`src/rtl/hood_mode_ctrl_if.sv`:
```
// Button and status bundle for the cooker hood mode controller.
// The master side (panel/bench) drives the press pulses; the slave side
// (controller) drives the registered status outputs.
interface hood_mode_ctrl_if;
    logic       power_btn;
    logic       lvl1_btn;
    logic       lvl2_btn;
    logic       lvl3_btn;
    logic       clean_btn;
    logic       machine_state;
    logic [1:0] fan_level;
    logic       clean_active;
    logic [7:0] countdown;
    logic       l3_used;

    modport master (
        output power_btn, lvl1_btn, lvl2_btn, lvl3_btn, clean_btn,
        input  machine_state, fan_level, clean_active, countdown, l3_used
    );

    modport slave (
        input  power_btn, lvl1_btn, lvl2_btn, lvl3_btn, clean_btn,
        output machine_state, fan_level, clean_active, countdown, l3_used
    );
endinterface

```
`src/rtl/hood_mode_ctrl.sv`:
```
// Cooker hood mode controller: power/level/clean sequencing with timed
// hurricane (L3) and self-clean runs counted in one-second ticks.
// Optional macro HOOD_DELAY_OFF_EN adds a delayed shut-off state that runs
// the fan at level 1 for DELAY_S seconds after power is pressed in L1/L2.
//
// state      | meaning
// -----------+------------------------------------------------------
// OFF        | hood off, all outputs 0, hurricane allowance restored
// STANDBY    | powered, fan stopped, waiting for a level/clean press
// L1 / L2    | continuous extraction at level 1 / 2
// L3         | hurricane, timed, once per power-on session
// CLEAN      | self-clean run, timed, fan stopped
// DELAY_OFF  | level-1 run-down before OFF (HOOD_DELAY_OFF_EN only)
module hood_mode_ctrl #(
    parameter int TICK_DIV = 100000000,
    parameter int L3_S     = 60,
    parameter int CLEAN_S  = 180,
    parameter int DELAY_S  = 10
) (
    input  logic              clk,
    input  logic              rst,
    hood_mode_ctrl_if.slave   hood
);

    localparam int            TW        = (TICK_DIV > 2) ? $clog2(TICK_DIV) : 1;
    localparam logic [TW-1:0] TICK_LAST = TW'(TICK_DIV - 1);

    typedef enum logic [2:0] {
        S_OFF       = 3'd0,
        S_STANDBY   = 3'd1,
        S_L1        = 3'd2,
        S_L2        = 3'd3,
        S_L3        = 3'd4,
        S_CLEAN     = 3'd5,
        S_DELAY_OFF = 3'd6
    } state_t;

    state_t        r_state, w_next_state;
    logic [TW-1:0] r_tick, w_next_tick;
    logic [7:0]    r_countdown, w_next_cd;
    logic          r_l3_used, w_next_l3;
    logic          r_machine_state, r_clean_active;
    logic [1:0]    r_fan_level, w_next_fan;

    // Priority-resolved presses: only the highest-priority button survives
    logic w_pwr, w_l3, w_l2, w_l1, w_cl;
    assign w_pwr = hood.power_btn;
    assign w_l3  = ~w_pwr & hood.lvl3_btn;
    assign w_l2  = ~w_pwr & ~hood.lvl3_btn & hood.lvl2_btn;
    assign w_l1  = ~w_pwr & ~hood.lvl3_btn & ~hood.lvl2_btn & hood.lvl1_btn;
    assign w_cl  = ~w_pwr & ~hood.lvl3_btn & ~hood.lvl2_btn & ~hood.lvl1_btn
                   & hood.clean_btn;

    logic w_wrap, w_cd_last;
    assign w_wrap    = (r_tick == TICK_LAST);
    assign w_cd_last = (r_countdown == 8'd1);

    // Next-state, timer and hurricane-allowance decode
    always_comb begin
        w_next_state = r_state;
        w_next_cd    = r_countdown;
        w_next_tick  = '0;
        w_next_l3    = r_l3_used;
        unique case (r_state)
            S_OFF: begin
                if (w_pwr) w_next_state = S_STANDBY;
            end
            S_STANDBY: begin
                if (w_pwr) begin
                    w_next_state = S_OFF;
                    w_next_l3    = 1'b0;
                end else if (w_l3 && !r_l3_used) begin
                    w_next_state = S_L3;
                    w_next_cd    = 8'(L3_S);
                    w_next_l3    = 1'b1;
                end else if (w_l2) begin
                    w_next_state = S_L2;
                end else if (w_l1) begin
                    w_next_state = S_L1;
                end else if (w_cl) begin
                    w_next_state = S_CLEAN;
                    w_next_cd    = 8'(CLEAN_S);
                end
            end
            S_L1, S_L2: begin
                if (w_pwr) begin
`ifdef HOOD_DELAY_OFF_EN
                    w_next_state = S_DELAY_OFF;
                    w_next_cd    = 8'(DELAY_S);
`else
                    w_next_state = S_OFF;
                    w_next_l3    = 1'b0;
`endif
                end else if (w_l3 && !r_l3_used) begin
                    w_next_state = S_L3;
                    w_next_cd    = 8'(L3_S);
                    w_next_l3    = 1'b1;
                end else if (w_l2) begin
                    w_next_state = S_L2;
                end else if (w_l1) begin
                    w_next_state = S_L1;
                end
            end
            S_L3, S_CLEAN: begin
                if (w_wrap) begin
                    w_next_cd = r_countdown - 8'd1;
                    if (w_cd_last) w_next_state = S_STANDBY;
                end else begin
                    w_next_tick = r_tick + 1'b1;
                end
            end
`ifdef HOOD_DELAY_OFF_EN
            S_DELAY_OFF: begin
                if (w_pwr) begin
                    w_next_state = S_OFF;
                    w_next_cd    = 8'd0;
                    w_next_l3    = 1'b0;
                end else if (w_wrap) begin
                    w_next_cd = r_countdown - 8'd1;
                    if (w_cd_last) begin
                        w_next_state = S_OFF;
                        w_next_l3    = 1'b0;
                    end
                end else begin
                    w_next_tick = r_tick + 1'b1;
                end
            end
`endif
            default: begin
                w_next_state = S_OFF;
                w_next_cd    = 8'd0;
                w_next_l3    = 1'b0;
            end
        endcase
    end

    // Fan level decode of the upcoming state, registered below
    always_comb begin
        w_next_fan = 2'd0;
        unique case (w_next_state)
            S_L1, S_DELAY_OFF: w_next_fan = 2'd1;
            S_L2:              w_next_fan = 2'd2;
            S_L3:              w_next_fan = 2'd3;
            default:           w_next_fan = 2'd0;
        endcase
    end

    // State, timers and registered outputs with synchronous reset
    always_ff @(posedge clk) begin
        if (rst) begin
            r_state         <= S_OFF;
            r_tick          <= '0;
            r_countdown     <= 8'd0;
            r_l3_used       <= 1'b0;
            r_machine_state <= 1'b0;
            r_clean_active  <= 1'b0;
            r_fan_level     <= 2'd0;
        end else begin
            r_state         <= w_next_state;
            r_tick          <= w_next_tick;
            r_countdown     <= w_next_cd;
            r_l3_used       <= w_next_l3;
            r_machine_state <= (w_next_state != S_OFF);
            r_clean_active  <= (w_next_state == S_CLEAN);
            r_fan_level     <= w_next_fan;
        end
    end

    assign hood.machine_state = r_machine_state;
    assign hood.fan_level     = r_fan_level;
    assign hood.clean_active  = r_clean_active;
    assign hood.countdown     = r_countdown;
    assign hood.l3_used       = r_l3_used;

endmodule

```
`src/flat_wrapper.sv`:
```
// flat-port wrapper written by rule: the top's interface ports become plain ports
module hood_mode_ctrl_flat 
#(
    parameter int TICK_DIV = 100000000,
    parameter int L3_S     = 60,
    parameter int CLEAN_S  = 180,
    parameter int DELAY_S  = 10
)
  (clk, rst, hood_power_btn, hood_lvl1_btn, hood_lvl2_btn, hood_lvl3_btn, hood_clean_btn, hood_machine_state, hood_fan_level, hood_clean_active, hood_countdown, hood_l3_used);
  hood_mode_ctrl_if hood_i ();
  input  logic clk;
  input  logic rst;
  input wire logic [$bits(hood_i.power_btn)-1:0] hood_power_btn;
  input wire logic [$bits(hood_i.lvl1_btn)-1:0] hood_lvl1_btn;
  input wire logic [$bits(hood_i.lvl2_btn)-1:0] hood_lvl2_btn;
  input wire logic [$bits(hood_i.lvl3_btn)-1:0] hood_lvl3_btn;
  input wire logic [$bits(hood_i.clean_btn)-1:0] hood_clean_btn;
  output wire logic [$bits(hood_i.machine_state)-1:0] hood_machine_state;
  output wire logic [$bits(hood_i.fan_level)-1:0] hood_fan_level;
  output wire logic [$bits(hood_i.clean_active)-1:0] hood_clean_active;
  output wire logic [$bits(hood_i.countdown)-1:0] hood_countdown;
  output wire logic [$bits(hood_i.l3_used)-1:0] hood_l3_used;
  assign hood_i.power_btn = hood_power_btn;
  assign hood_i.lvl1_btn = hood_lvl1_btn;
  assign hood_i.lvl2_btn = hood_lvl2_btn;
  assign hood_i.lvl3_btn = hood_lvl3_btn;
  assign hood_i.clean_btn = hood_clean_btn;
  assign hood_machine_state = hood_i.machine_state;
  assign hood_fan_level = hood_i.fan_level;
  assign hood_clean_active = hood_i.clean_active;
  assign hood_countdown = hood_i.countdown;
  assign hood_l3_used = hood_i.l3_used;
  hood_mode_ctrl #(.TICK_DIV(TICK_DIV), .L3_S(L3_S), .CLEAN_S(CLEAN_S), .DELAY_S(DELAY_S)) u_core (.clk(clk), .rst(rst), .hood(hood_i));
endmodule
```
`config.mk`:
```
export PLATFORM = sky130hd
export DESIGN_NAME = hood_mode_ctrl_flat
export DESIGN_NICKNAME = d
export VERILOG_FILES = /design/src/rtl/hood_mode_ctrl_if.sv /design/src/rtl/hood_mode_ctrl.sv /design/src/flat_wrapper.sv
export SDC_FILE = /design/constraint.sdc
export NUM_CORES = 1
export LEC_CHECK = 0
export CAP_MARGIN = 20
export CORE_AREA = 2 2 82 61
export DETAILED_ROUTE_END_ITERATION = 10
export DIE_AREA = 0 0 84 63
export DONT_BUFFER_PORTS = 1
export PLACE_DENSITY_LB_ADDON = 0.05
export SLEW_MARGIN = 20
export SYNTH_ARGS = -nofsm -noshare
export SYNTH_HDL_FRONTEND = slang
export SYNTH_SLANG_ARGS = --single-unit
```
`constraint.sdc`:
```
create_clock -name clk -period 2.4 [get_ports clk]
set_clock_uncertainty 0.2 [all_clocks]
set_input_delay 0.24 -clock clk [delete_from_list [all_inputs] [get_ports clk]]
set_output_delay 0.24 -clock clk [all_outputs]
set_load 0.005 [all_outputs]
```
==> flow_metrics.py, run 1 <==
metrics = {
    "sta": {
        "timing_worst_slew_pin_value_ps": 472,
        "clock.fmax_mhz": 451,
        "period_minus_slack_ps": 2220,
        "setup_ws_ps": 184,
        "setup-violations-final": 0,
        "grt_setup_unrepaired": "no",
        "hold_viol_final": 0,
        "timing.slew.headroom_pct": 68.2,
        "timing.setup.tns_ps": 0,
        "timing.final.crit_share_pct": 92.3,
        "drv_slew": 0,
    },
    "clocking": {
        "clockRootBuffer": "sky130_fd_sc_hd__clkbuf_8",
        "ctsLongestPathBuffers": 2,
        "clock_insertion_delay_worst_skew_ps": 300,
        "cts_inserted_buffers": 5,
        "clkTransAtPathRegs_ps": 80,
        "cts_setup_buffers": 0,
        "clock-sinks": 43,
        "cts_tree": "yes",
        "ctsHtreeMaxLevel": 2,
    },
    "finish": {
        "diodes": 0,
        "nets": 271,
        "fillerInstances": 426,
        "layout_cell_area_excl_fill_um2": 2420,
        "syn_to_final_growth_pct": 11.3,
        "proportion_of_layout_cells_with_a_drive_suffix_above_1_pct": 8.78,
    },
    "placement": {
        "post_dp_cell_area_um2": 2290,
        "gp_congestion": 0.773,
        "dp_worst_setup_slack_ps": 192,
        "buffer_ports.inserted": 0,
        "hpwl_um": 3340,
    },
    "global_route": {
        "grt_antenna_before_repair": 0,
        "grtUsageTotal_pct": 19.3,
        "gr-total-overflow": 0,
        "grt_start_max_net_pins": 27,
        "vias_in_the_first_global_route": 1683,
        "first_pass_grt_wire_length_um": 8210,
    },
    "floorplan": {
        "dieWidth_um": 84,
        "die_h_um": 63,
        "floorplan.io_pins": 20,
        "placeableCoreArea_um2": 4550,
        "fp-row-count": 21,
        "total_die_area_um2": 5290,
        "starting_utilization_of_the_core_area_pct": 47.9,
    },
    "synthesis": {
        "yosysWarningCount": 0,
        "synth.ff_latch_count": 43,
        "yosysTopAreaCell": "sky130_fd_sc_hd__dfxtp_1",
        "syn-num-nets": 261,
        "synth.cell_area_um2": 2180,
        "synth_enable_flop_cells": 0,
        "netlist-cell-type-count": 53,
        "post_synth.cell_area_avg_um2": 8.67,
        "top_reg_cell_synth": "sky130_fd_sc_hd__dfxtp_1",
        "fraction_of_registers_with_async_set_reset_pct": 0,
        "synth_top_area_share_pct": 39.5,
        "synth.top_cells.by_area": "sky130_fd_sc_hd__dfxtp_1 (40%), sky130_fd_sc_hd__xor2_1 (7.2%), sky130_fd_sc_hd__nor2_1 (7.1%), sky130_fd_sc_hd__xnor2_1 (3.2%), sky130_fd_sc_hd__nand4_1 (2.9%)",
        "synthCells": 251,
        "yosysSeqAreaShare_pct": 39.5,
    },
    "worst_setup_path": {
        "setup.worst_path.class": "reg2reg",
        "worst_r2r_startpoint": "u_core.r_tick[0]",
        "crit_path_max_fanout": 7,
        "r2r_end": "u_core.hood.countdown[6]",
        "rr_worst_depth": 6,
        "ff2ff_setup_slack_ps": 180,
        "critical_path.endpoint": "u_core.hood.countdown[6]",
        "timing.critical_path.required_ps": 2430,
        "worstPathArrival_ps": 2250,
        "worst_setup_path_startpoint": "u_core.r_tick[0]",
        "end_kind": "flop",
        "critPathLaunchType": "flop",
    },
    "drt": {
        "dr.first_iter.drc_count": 117,
        "first_pass_iters": 4,
        "wl_um": 4720,
        "avgRoutedWirePerCell_um": 14.8,
        "route.detailed.vias_per_inst": 5.51,
        "via_count": 1759,
        "drc": 0,
        "drt.antenna.violating_nets": 0,
    },
    "power_and_ir_drop": {
        "powerDensity_nw_per_um2": 576,
        "leakage_component_of_the_power_uw": 0.000931,
        "report.power.total_uw": 1390,
        "peakVddDrop_mv": 0.422,
    },
    "run_status": {
        "status": "finished clean",
    },
    "worst_hold_path": {
        "min-delay-path-class": "in2reg",
    },
    "job": {
        "cap_viol_max_count": 0,
    },
}
layer usage:
metal / GRT usage (%) / up-vias / part of all wire, % / wire length (um)
li1: - / 922 / - / -
met4: 6.65 / 0 / 1.4 / 67
met5: 0 / - / 0 / 0
met2: 24.4 / 42 / 35 / 1670
met3: 5.15 / 7 / 6.3 / 295
met1: 30.6 / 788 / 57 / 2690
synth_stat cells (2+ instances only):
master,number
sky130_fd_sc_hd__a21oi_1,8
sky130_fd_sc_hd__a32o_1,2
sky130_fd_sc_hd__and3_1,9
sky130_fd_sc_hd__and4_1,2
sky130_fd_sc_hd__buf_2,2
sky130_fd_sc_hd__clkbuf_1,7
sky130_fd_sc_hd__dfxtp_1,43
sky130_fd_sc_hd__ha_1,3
sky130_fd_sc_hd__inv_1,10
sky130_fd_sc_hd__mux2i_1,2
sky130_fd_sc_hd__nand2_1,13
sky130_fd_sc_hd__nand2b_1,2
sky130_fd_sc_hd__nand3_1,10
sky130_fd_sc_hd__nand4_1,10
sky130_fd_sc_hd__nor2_1,41
sky130_fd_sc_hd__nor3_1,7
sky130_fd_sc_hd__nor3b_1,2
sky130_fd_sc_hd__nor4_1,3
sky130_fd_sc_hd__o211a_1,3
sky130_fd_sc_hd__o211ai_1,3
sky130_fd_sc_hd__o21a_1,2
sky130_fd_sc_hd__o21ai_0,6
sky130_fd_sc_hd__o21ai_1,2
sky130_fd_sc_hd__o31ai_1,2
sky130_fd_sc_hd__o32a_1,2
sky130_fd_sc_hd__or3_1,2
sky130_fd_sc_hd__or4_1,3
sky130_fd_sc_hd__xnor2_1,8
sky130_fd_sc_hd__xor2_1,18
power breakdown:
part	internal [uW]	switching, uW
logic	64.6	79.0
clock network	263	239
registers	729	20.4
cells by family after synthesis:
family                   share of synthesized area [%]
multiplexers                                     0.920
flip-flops                                        39.5
AND/OR/NAND/NOR                                   29.7
XOR/XNOR                                          10.5
adder cells (fa/ha/maj)                           1.72
AO/OA/AOI/OAI                                     14.1
buffers and inverters                             3.56
state kept, by name (all words and copies together) (netlist names):
signal,flops
u_core.r_tick,27
u_core.hood.countdown,8
u_core.r_state,3
u_core.hood.fan_level,2
u_core.hood.clean_active,1
u_core.hood.l3_used,1
u_core.hood.machine_state,1
worst max-delay path: stages (launching register included):
cell and delay, ps:
sky130_fd_sc_hd__dfxtp_1 370, sky130_fd_sc_hd__ha_1 230, sky130_fd_sc_hd__and4_1 260, sky130_fd_sc_hd__nand4_4 140
sky130_fd_sc_hd__o21a_1 280, sky130_fd_sc_hd__or4_1 510, sky130_fd_sc_hd__a21oi_1 150
final cells by class:
type / count / area, um^2 / share of cell area, %
Inverter: 11 / 41.3 / 1.70
Sequential cell: 43 / 861 / 35.5
Tap cell: 57 / 71.3 / 2.94
Multi-Input combinational cell: 188 / 1240 / 51.1
Timing Repair Buffer: 12 / 110 / 4.55
Clock buffer: 8 / 100 / 4.13
metrics by stage:
step / std cells / hold WS, ps / utilization (%)
after floorplan: 251 / 226 / -
after global placement: 308 / 114 / 50.4
after detailed placement: 308 / 116 / 50.4
after CTS: 319 / 37.4 / 53.3
after global routing: 319 / 65.3 / 53.3
final: 319 / 52.1 / 53.3
layout by cell type (no fill, tap or decap), drive strengths merged, types with 4 or more instances in the layout:
master,instances
clkbuf,8
nand4,11
inv,10
nor4,4
a21oi,8
xor2,18
dfxtp,43
nor2,41
and3,9
o21ai,8
xnor2,8
buf,9
nand3,10
nand2,13
nor3,7
repair_timing:
| action | 4_1_cts | 5_1_grt |
|---|---|---|
| gates resized for setup | 0 | 0 |
| hold buffers | 3 | 0 |
| setup endpoints to repair | 0 | 0 |
| hold endpoints to repair | 7 | 0 |
worst min path at each step:
stage,startpoint,end,slack [ps],depth (start not counted)
3_3_place_gp,rst,u_core.r_state[0],110,1
2_1_floorplan,u_core.r_tick[0],u_core.r_tick[0],230,1
3_5_place_dp,rst,u_core.r_state[0],120,1
4_1_cts,rst,u_core.r_state[1],40,3
5_1_grt,rst,u_core.hood.countdown[4],70,2
6_report,rst,u_core.r_state[1],50,3
(Power assumes the default switching activity.)
==> run 2: changes to the inputs <==
--- a/config.mk
+++ b/config.mk
@@ -6,9 +6,11 @@
 export NUM_CORES = 1
 export LEC_CHECK = 0
 export CAP_MARGIN = 20
-export CORE_AREA = 2 2 82 61
+export CELL_PAD_IN_SITES_DETAIL_PLACEMENT = 1
+export CELL_PAD_IN_SITES_GLOBAL_PLACEMENT = 1
+export CORE_AREA = 2 2 85 62
 export DETAILED_ROUTE_END_ITERATION = 10
-export DIE_AREA = 0 0 84 63
+export DIE_AREA = 0 0 87 64
 export DONT_BUFFER_PORTS = 1
 export PLACE_DENSITY_LB_ADDON = 0.05
 export SLEW_MARGIN = 20
==> run 2 against run 1 <==
Net effect: sequential power barely moved; sequential share of layout area rose by 0.055 points; combinational power rose by 6%; first-iteration DRC count fell by 15%; design area fell by 0.15%; via count rose by 7.0%; utilization fell by 1.9 points; register-to-register slack got worse by 30 ps; global-route usage rose by 2.7 points.
==> flow_metrics.py, run 2 (synthesis results as in run 1) <==
metrics = {
    "drt": {
        "route.detailed.vias_per_inst": 5.88,
        "drt.antenna.violating_nets": 0,
        "avgRoutedWirePerCell_um": 17.4,
        "wl_um": 5570,
        "via_count": 1882,
        "dr.first_iter.drc_count": 99,
        "first_pass_iters": 4,
        "drc": 0,
    },
    "clocking": {
        "clock-sinks": 43,
        "clkTransAtPathRegs_ps": 80,
        "cts_tree": "yes",
        "clock_insertion_delay_worst_skew_ps": 300,
        "cts_inserted_buffers": 5,
        "ctsHtreeMaxLevel": 2,
        "ctsLongestPathBuffers": 2,
        "clockRootBuffer": "sky130_fd_sc_hd__clkbuf_8",
    },
    "sta": {
        "timing.final.crit_share_pct": 93.5,
        "timing_worst_slew_pin_value_ps": 464,
        "clock.fmax_mhz": 445,
        "hold_viol_final": 0,
        "drv_slew": 0,
        "grt_setup_unrepaired": "no",
        "period_minus_slack_ps": 2240,
        "timing.setup.tns_ps": 0,
        "setup-violations-final": 0,
        "timing.slew.headroom_pct": 68.7,
    },
    "floorplan": {
        "floorplan.io_pins": 20,
        "dieWidth_um": 87,
        "placeableCoreArea_um2": 4700,
        "fp-row-count": 21,
        "starting_utilization_of_the_core_area_pct": 46.3,
        "total_die_area_um2": 5570,
        "die_h_um": 64,
    },
    "global_route": {
        "vias_in_the_first_global_route": 1866,
        "gr-total-overflow": 0,
        "grt_antenna_before_repair": 0,
        "first_pass_grt_wire_length_um": 9360,
        "grtUsageTotal_pct": 22.0,
        "grt_start_max_net_pins": 27,
    },
    "worst_setup_path": {
        "end_kind": "flop",
        "worst_r2r_startpoint": "u_core.r_tick[0]",
        "worst_setup_path_startpoint": "u_core.r_tick[0]",
        "crit_path_max_fanout": 7,
        "timing.critical_path.required_ps": 2430,
        "worstPathArrival_ps": 2280,
        "setup.worst_path.class": "reg2reg",
        "critPathLaunchType": "flop",
    },
    "job": {
        "cap_viol_max_count": 0,
    },
    "finish": {
        "syn_to_final_growth_pct": 11.1,
        "mostFrequentLayoutCell": "sky130_fd_sc_hd__dfxtp_1",
        "utilization_pct": 51.4,
        "proportion_of_layout_cells_with_a_drive_suffix_above_1_pct": 9.51,
        "layout_common_cells": "sky130_fd_sc_hd__dfxtp_1 (43), sky130_fd_sc_hd__nor2_1 (41), sky130_fd_sc_hd__xor2_1 (18), sky130_fd_sc_hd__nand2_1 (13), sky130_fd_sc_hd__buf_4 (11)",
        "register_with_the_most_flip_flops": "u_core.r_tick",
        "layout_cell_area_excl_fill_um2": 2420,
        "nets": 274,
        "largest_register_ff_count": 27,
        "fin_cells": 320,
        "diodes": 0,
    },
    "placement": {
        "placed_cells_incl_taps": 311,
        "buffer_ports.inserted": 0,
        "gp_congestion": 0.829,
        "hpwl_um": 4130,
        "post_dp_cell_area_um2": 2310,
    },
    "power_and_ir_drop": {
        "clockPowerShare_pct": 32.3,
        "power_switching_share_pct": 25.7,
        "peakVddDrop_mv": 0.350,
        "report.power.total_uw": 1330,
        "pwr-share-comb_pct": 11.4,
        "net-switching-power_uw": 343,
        "p_int_uw": 990,
        "leakage_component_of_the_power_uw": 0.000933,
        "share_seq_of_total_power_pct": 56.2,
        "powerDensity_nw_per_um2": 551,
    },
    "worst_hold_path": {
        "timing.hold.worst.start": "rst",
        "min-delay-path-class": "in2reg",
    },
    "run_status": {
        "status": "finished clean",
    },
}
run 2: cell types whose count changed in the layout (fill, tap and decap cells not counted), sizes merged:
cell,change
clkbuf,-2
buf,+3
run 2: path summary, 6_finish.rpt:
path / endpoint / slack (ps) / depth (start not counted)
max reg2reg: u_core.hood.countdown[6] / 160 / 6
min: u_core.r_state[1] / 40 / 3
min reg2reg: u_core.r_tick[0] / 300 / 1
max: u_core.hood.countdown[6] / 160 / 6
run 2: area by class of cell:
type / instances / area [um^2]
fill: 575 / 2280
timing repair buffer: 15 / 133
clock buffer: 6 / 72.6
sequential: 43 / 861
inverter: 11 / 41.3
multi-input combinational: 188 / 1240
tap: 57 / 71.3
run 2: per-stage QoR:
stage / hold WS [ps] / worst slack [ps]
final: 40.2 / 155
after global routing: 58.8 / 23.8
after CTS: 36.6 / 138
after detailed placement: 116 / 155
after global placement: 114 / 248
after floorplan: 226 / 331
run 2: critical path, stage by stage, from the launching register on:
cell                      delay, ps
sky130_fd_sc_hd__dfxtp_1        380
sky130_fd_sc_hd__ha_1           240
sky130_fd_sc_hd__and4_1         260
sky130_fd_sc_hd__nand4_4        150
sky130_fd_sc_hd__o21a_2         300
sky130_fd_sc_hd__or4_1          510
sky130_fd_sc_hd__a21oi_1        150
run 2: power by group through the flow:
stage | registers (uW) | clock network, uW | logic, uW
finish | 749 | 431 | 152
global route | 753 | 479 | 170
CTS | 749 | 447 | 151
detailed placement | 766 | 0 | 145
global placement | 766 | 0 | 142
floorplan | 760 | 0 | 108
run 2: what timing repair did:
item,4_1_cts,5_1_grt
gates resized for setup,0,1
endpoints found under the setup margin,0,1
hold buffers,3,0
hold endpoints to repair,7,0
setup buffers,0,0
run 2: routing by layer:
metal  GRT usage (%)  routed length (um)
met5               0                   0
met4            8.20                  86
met3            5.04                 239
met2            28.1                2190
met1            34.8                3060
